`config.mk`:
```
export PLATFORM = sky130hd
export DESIGN_NAME = shift_ctrl
export DESIGN_NICKNAME = d
export VERILOG_FILES = /design/src/rtl/shift_ctrl.sv
export SDC_FILE = /design/constraint.sdc
export NUM_CORES = 1
export LEC_CHECK = 0
export CAP_MARGIN = 20
export CORE_ASPECT_RATIO = 1.4
export CORE_MARGIN = 2
export CORE_UTILIZATION = 25
export DETAILED_ROUTE_END_ITERATION = 10
export PLACE_DENSITY = 0.5
export SYNTH_ARGS = -nofsm -noshare
export SYNTH_HDL_FRONTEND = slang
export SYNTH_SLANG_ARGS = --single-unit
export TNS_END_PERCENT = 5
```
`constraint.sdc`:
```
create_clock -name clk -period 1.4 [get_ports clk]
set_clock_uncertainty 0.1 [all_clocks]
set_input_delay 0.14 -clock clk [delete_from_list [all_inputs] [get_ports clk]]
set_output_delay 0.14 -clock clk [all_outputs]
set_load 0.02 [all_outputs]
```
`src/rtl/shift_ctrl.sv`:
```
// Parallel-to-serial shift controller with hold/pause and registered outputs.
// Optional even-parity trailer bit is compiled in with SHIFT_CTRL_PARITY_EN.
module shift_ctrl #(
    parameter int WIDTH = 8
) (
    input  logic             clk,
    input  logic             rst,
    input  logic             start,
    input  logic [WIDTH-1:0] din,
    input  logic             dir,
    input  logic             hold,
    output logic             ready,
    output logic             s_out,
    output logic             s_valid,
    output logic             busy,
    output logic             done,
    output logic [1:0]       state_dbg
);

    localparam int CW = $clog2(WIDTH) + 1;

`ifdef SHIFT_CTRL_PARITY_EN
    typedef enum logic [1:0] {IDLE = 2'd0, SHIFT = 2'd1, PARITY = 2'd2, DONE = 2'd3} state_t;
`else
    typedef enum logic [1:0] {IDLE = 2'd0, SHIFT = 2'd1, DONE = 2'd3} state_t;
`endif

    state_t           state_q, state_d;
    logic [WIDTH-1:0] sreg_q, sreg_d;
    logic [CW-1:0]    cnt_q, cnt_d;
    logic             dir_q, dir_d;
    logic             s_out_q, s_out_d;
    logic             s_valid_q, s_valid_d;
    logic             ready_q, ready_d;
    logic             busy_q, busy_d;
    logic             done_q, done_d;
`ifdef SHIFT_CTRL_PARITY_EN
    logic             par_q, par_d;
`endif

    logic             cur_bit;
    logic [WIDTH-1:0] shifted;

    // The bit currently on s_out always sits at the outgoing end of sreg_q.
    assign cur_bit = dir_q ? sreg_q[WIDTH-1] : sreg_q[0];
    assign shifted = dir_q ? {sreg_q[WIDTH-2:0], 1'b0} : {1'b0, sreg_q[WIDTH-1:1]};

    always_comb begin
        state_d   = state_q;
        sreg_d    = sreg_q;
        cnt_d     = cnt_q;
        dir_d     = dir_q;
        s_out_d   = s_out_q;
        s_valid_d = 1'b0;
`ifdef SHIFT_CTRL_PARITY_EN
        par_d     = par_q;
`endif
        case (state_q)
            IDLE: begin
                if (start) begin
                    state_d   = SHIFT;
                    sreg_d    = din;
                    dir_d     = dir;
                    cnt_d     = '0;
                    s_out_d   = dir ? din[WIDTH-1] : din[0];
                    s_valid_d = 1'b1;
`ifdef SHIFT_CTRL_PARITY_EN
                    par_d     = 1'b0;
`endif
                end
            end
            SHIFT: begin
                // hold freezes everything; s_out keeps the pending bit.
                if (!hold) begin
                    sreg_d = shifted;
                    cnt_d  = cnt_q + CW'(1);
`ifdef SHIFT_CTRL_PARITY_EN
                    par_d  = par_q ^ cur_bit;
`endif
                    if (cnt_q == CW'(WIDTH - 1)) begin
`ifdef SHIFT_CTRL_PARITY_EN
                        state_d   = PARITY;
                        s_out_d   = par_q ^ cur_bit;
                        s_valid_d = 1'b1;
`else
                        state_d   = DONE;
`endif
                    end else begin
                        s_out_d   = dir_q ? shifted[WIDTH-1] : shifted[0];
                        s_valid_d = 1'b1;
                    end
                end
            end
`ifdef SHIFT_CTRL_PARITY_EN
            PARITY:  state_d = DONE;
`endif
            DONE:    state_d = IDLE;
            default: state_d = IDLE;
        endcase
        ready_d = (state_d == IDLE);
        busy_d  = (state_d != IDLE);
        done_d  = (state_d == DONE);
    end

    always_ff @(posedge clk) begin
        if (!rst) begin
            state_q   <= IDLE;
            sreg_q    <= '0;
            cnt_q     <= '0;
            dir_q     <= 1'b0;
            s_out_q   <= 1'b0;
            s_valid_q <= 1'b0;
            ready_q   <= 1'b1;
            busy_q    <= 1'b0;
            done_q    <= 1'b0;
`ifdef SHIFT_CTRL_PARITY_EN
            par_q     <= 1'b0;
`endif
        end else begin
            state_q   <= state_d;
            sreg_q    <= sreg_d;
            cnt_q     <= cnt_d;
            dir_q     <= dir_d;
            s_out_q   <= s_out_d;
            s_valid_q <= s_valid_d;
            ready_q   <= ready_d;
            busy_q    <= busy_d;
            done_q    <= done_d;
`ifdef SHIFT_CTRL_PARITY_EN
            par_q     <= par_d;
`endif
        end
    end

    assign ready     = ready_q;
    assign s_out     = s_out_q;
    assign s_valid   = s_valid_q;
    assign busy      = busy_q;
    assign done      = done_q;
    assign state_dbg = state_q;

endmodule

```
## Word-level counts from Yosys, hierarchy flattened

Cells that the tools add are included.
W data, S select, Z words.

- Add/sub/neg operators: 1
- Equality and inequality tests: 6
- Multiplexer cells: 21
- Reduce and logical (&&, ||, !) cells: 7

Operators with widths:

| operator | count |
|---|---|
| $mux W8 | 3 |
| $pmux W8 S2 | 1 |
| $mux W1 | 8 |
| $mux W4 | 2 |
| $pmux W4 S2 | 1 |
| $mux W2 | 3 |
| $ne A2 B2 Y1 const B | 3 |
| $add A4 B1 Y4 const B | 1 |
| $eq A4 B3 Y1 const B | 1 |
| $logic_not A2 Y1 | 2 |
| $pmux W1 S2 | 2 |
| $pmux W2 S2 | 1 |
| $reduce_and A4 Y1 | 1 |
| $reduce_bool A2 Y1 | 2 |
| $reduce_and A3 Y1 | 1 |
| $eq A2 B1 Y1 const B | 1 |
| $eq A2 B2 Y1 const B | 1 |
| $reduce_and A2 Y1 | 1 |

- Register bits after elaboration: 20
- Bits of input ports: 13
- Output and inout bits: 7
- Logic and storage cells: 44

## Depth between registers and ports, before layout

- Word-level depth: 5
- Mapped depth: 6
- Mapped depth without buffers: 5

## Worst setup path before layout

No wires, ideal clock.

- Path type: register -> register
- From: reg state_q[0], in the netlist state_dbg[0]
- To: reg sreg_q[7]
- Setup time: 124 ps
- Arrival: 1279 ps
- Data required time: 1176 ps
- Path slack: -102 ps
- Stages on the path, launching flop included: 6
- Buffers on the path: 1
- Period minus slack after synthesis: 1502 ps
- Cells stage by stage: dfxtp_1 nand2b_2 a21o_1 buf_4 a311oi_1 nor3b_1

- Word-level cells in the longest chain between the ends: 3
- Elaborated cells on any way between the ends: 7
- Classes of those cells: eq/ne (3); mux (1); reduce/logical (3)

RTL lines:

| element | RTL line | text |
|---|---|---|
| start: declaration | 28 | `state_t state_q, state_d;` |
| start signal: assignment | 120 | `state_q <= state_d;` |
| $eq A2 B1 Y1 / $logic_not A2 Y1 (equally long branches) | 58 | `case (state_q)` |
| $ne A2 B2 Y1 (no source line) / $reduce_bool A2 Y1 (equally long branches) | -- |  |
| $reduce_and A3 Y1 (no source line) | -- |  |
| end signal: assignment | 121 | `sreg_q <= sreg_d;` |
| end: declaration | 29 | `logic [WIDTH-1:0] sreg_q, sreg_d;` |

Several ways; a longest one is shown, not always the timed one.
A chain may end at the register's enable or synchronous reset.

## Final worst setup path

- From: reg cnt_q[1]
- To: reg s_out_q, in the netlist s_out

- Word-level cells in the longest chain between the ends: 3

RTL lines:

| element | RTL line | text |
|---|---|---|
| start: declaration | 30 | `logic [CW-1:0] cnt_q, cnt_d;` |
| start signal: assignment | 122 | `cnt_q <= cnt_d;` |
| $eq A4 B3 Y1 | 80 | `if (cnt_q == CW'(WIDTH - 1)) begin` |
| $ne A2 B2 Y1 (no source line) | -- |  |
| $reduce_and A4 Y1 (no source line) | -- |  |
| end signal: assignment | 124 | `s_out_q <= s_out_d;` |
| end: declaration | 32 | `logic s_out_q, s_out_d;` |

Every way passes these cells.

==> metrics <==
Mapped Cells 103; Post-synth EDFFs 0; I/O pin count 20; fraction of registers with async set/reset 0%; layout cells sized above 1 23.9%; WS Path Type reg2reg; Ant. Diodes 0; Worst setup EP type register; crit-path cells ha_4, and3b_2, a221oi_4, mux2i_1, nor2b_1; Synth area leaders dfxtp_1, mux2i_1, a21boi_0; Reg2Reg Depth 5; Int Pwr 0.931 mW; #FFs+latches synth 20; CP peak stage delay 0.34 ns; clock power share 29.3%; hold crit path type reg2reg; status complete, but fails checks; clock latency on the worst-skew pair 0.25 ns; flop2flop setup slack -0.05 ns; CTS tree yes; CP max-delay cell dfxtp_2; setup_tns -0.114 ns; worst-path fanout max 3; synth cell count leaders dfxtp_1, nand2_1, mux2i_1; Design Power 1.25 mW; Final GP Congestion 0.726; Final HPWL DP 1.71 mm; final setup margin -0.0503 ns; gr usage total 10.6%; CP startpoint kind register; endpoints failing setup 3; Starting DRT DRC Count 11; largest net degree at the start of global routing 13; WHS Path Cells 2; Total Die Area 4290 um2; H-tree depth 1; RR Startpoint cnt_q[1]$_SDFFE_PN0P_; Achievable Freq 690 MHz; Final Max Slew Viols 0; first-pass GRT wire length 3.60 mm; nets 150; worst-margin pin slew 0.464 ns; Hold Startpoint sreg_q[3]$_SDFFE_PN0P_; Sw Pwr 0.315 mW; Num Clock Sinks 20; GRT overflow 0; Cell variety after synth 31; Seq pwr share 50.8%; TritonCTS Buffers 3; PwrDens 911 nW/um2; largest area contributor in the netlist dfxtp_1; via count 829; failing checks negative setup slack; Hold EP sreg_q[3]$_SDFFE_PN0P_; DP Worst Slack -0.339 ns; Tcrit/Tclk final 104%; switching share of power 25.3%; core box area 3640 um2; VDD IR max 367 uV; data required time of the worst path 1.45 ns; Final Critical Period 1.45 ns; worst hold slack 0.375 ns; CTS max path bufs 2; IO Port Bufs 19; clock transition at the register clock pins on the worst setup and hold paths after CTS 0.07 ns; die boundary width 55.9 um; ANT nets after route 0; Max Cap Violations 0; arrival time at the worst endpoint 1.50 ns; vias in the first global route 822; final-report hold violation count 0; Cell Area, Synth 943 um2; WL/cell 12.6 um; leakage power 0.546 nW; routed wire length 2.22 mm; Syn Nets 117; Pre-antenna DRT Iters 3; Synth warnings 0; max_slew headroom 69.0%; root buffer cell clkbuf_8; Avg Cell Area, Syn 9.16 um2; Initial Util 25.9%; P&R area growth vs syn 45.1%; DR vias/cell 4.71; Cell Rows 26; Synth top area share 42.4%; Comb power frac 19.9%; top-count cell post-synth dfxtp_1; Die Ht 76.7 um; initial antenna violation count 0; RSZ-0062 raised after global routing yes; Post-synth top flop dfxtp_1; Seq/Total Area, Yosys 42.4%; number of remaining DRC errors 0; reg-to-reg critical path endpoint s_out$_SDFFE_PN0P_; final core occ 37.6%
-- area by class of cell --
| cell class | instances | area [um2] |
|---|---|---|
| clock buffers | 3 | 41.3 |
| well taps | 42 | 52.6 |
| fillers | 409 | 2270 |
| multi-input cells | 75 | 566 |
| repair buffers | 33 | 290 |
| flip-flops and latches | 20 | 408 |
| inverters | 3 | 11.3 |
-- sequential cells by signal, summed over array words and instances (netlist names) --
register / flops
busy: 1
cnt_q: 4
dir_q: 1
done: 1
ready: 1
s_out: 1
s_valid: 1
sreg_q: 8
state_dbg: 2
-- metal layers --
metal  GRT usage, %  part of all wire, %  vias to the layer above
met5              0                    0                        -
met3           1.85                  4.1                        4
met2           19.6                   53                       18
met4           5.00                  1.4                        0
met1           11.4                   42                      376
li1               -                    -                      431
-- stage by stage --
step / cell area, um2 / instances
after CTS: 1310 / 176
after global placement: 1270 / 173
final: 1370 / 176
after global routing: 1370 / 176
after floorplan: 945 / 103
after detailed placement: 1270 / 173
-- cells in the final DEF, fill, tap and decap left out, types with 2 or more instances in the layout --
master / Yosys / routed
o21ai_0: 4 / 3
dfxtp_2: 0 / 3
and3_1: 2 / 2
nand2_1: 14 / 14
and2_1: 2 / 2
a21oi_2: 1 / 4
or3_1: 2 / 2
dfxtp_1: 20 / 16
a21boi_0: 7 / 5
inv_1: 3 / 3
clkbuf_8: 0 / 3
buf_4: 1 / 14
nor2_1: 4 / 4
nor3b_1: 3 / 3
nor2b_1: 4 / 4
a21boi_1: 0 / 2
o211ai_1: 6 / 6
mux2i_1: 10 / 10
nand2b_4: 1 / 2
clkdlybuf4s50_1: 0 / 12
dlygate4sd2_1: 0 / 6
-- repair_timing --
item / CTS / global route
hold endpoints to repair: 0 / 0
setup buffers: 0 / 0
gates resized for setup: 8 / 17
pin swaps: 0 / 5
hold buffers: 0 / 0
endpoints found under the setup margin: 13 / 12
-- power by group through the flow --
stage	sequential, mW	combinational [mW]	clock [mW]
floorplan	0.647	0.120	0
global placement	0.646	0.235	0
detailed placement	0.646	0.239	0
CTS	0.633	0.239	0.390
global route	0.639	0.271	0.405
finish	0.633	0.248	0.365
-- worst max-delay path, delay by kind of cell, from the launching register on --
| kind | cells | cell delay (ns) |
|---|---|---|
| DFF | 1 | 0.34 |
| and+or+nand+nor | 2 | 0.28 |
| AOI/OAI and AO/OA | 1 | 0.27 |
| muxes | 1 | 0.21 |
| adders and majority gates | 1 | 0.16 |
-- logic make-up (layout without fill, tap and decap cells) --
logic type | count (synthesis) | count (layout) | share of synthesized area, %
AO/OA/AOI/OAI | 27 | 27 | 20.4
adder cells (fa/ha/maj) | 1 | 1 | 1.33
buffers and inverters | 8 | 39 | 3.98
flip-flops | 20 | 20 | 42.4
multiplexers | 10 | 10 | 10.6
AND/OR/NAND/NOR | 37 | 37 | 21.2
-- how the worst max path moves through the flow --
stage,from,to,slack [ns],cells past startpoint
floorplan,cnt_q[0]$_SDFFE_PN0P_,s_out$_SDFFE_PN0P_,-0.09,5
CTS,cnt_q[0]$_SDFFE_PN0P_,s_out$_SDFFE_PN0P_,-0.09,5
global placement,hold,cnt_q[3]$_SDFFE_PN0P_,-0.27,5
global route,cnt_q[0]$_SDFFE_PN0P_,s_out$_SDFFE_PN0P_,-0.11,5
detailed placement,hold,cnt_q[3]$_SDFFE_PN0P_,-0.34,5
finish,cnt_q[1]$_SDFFE_PN0P_,s_out$_SDFFE_PN0P_,-0.05,5
No activity file was read; power rests on OpenSTA's default activity.
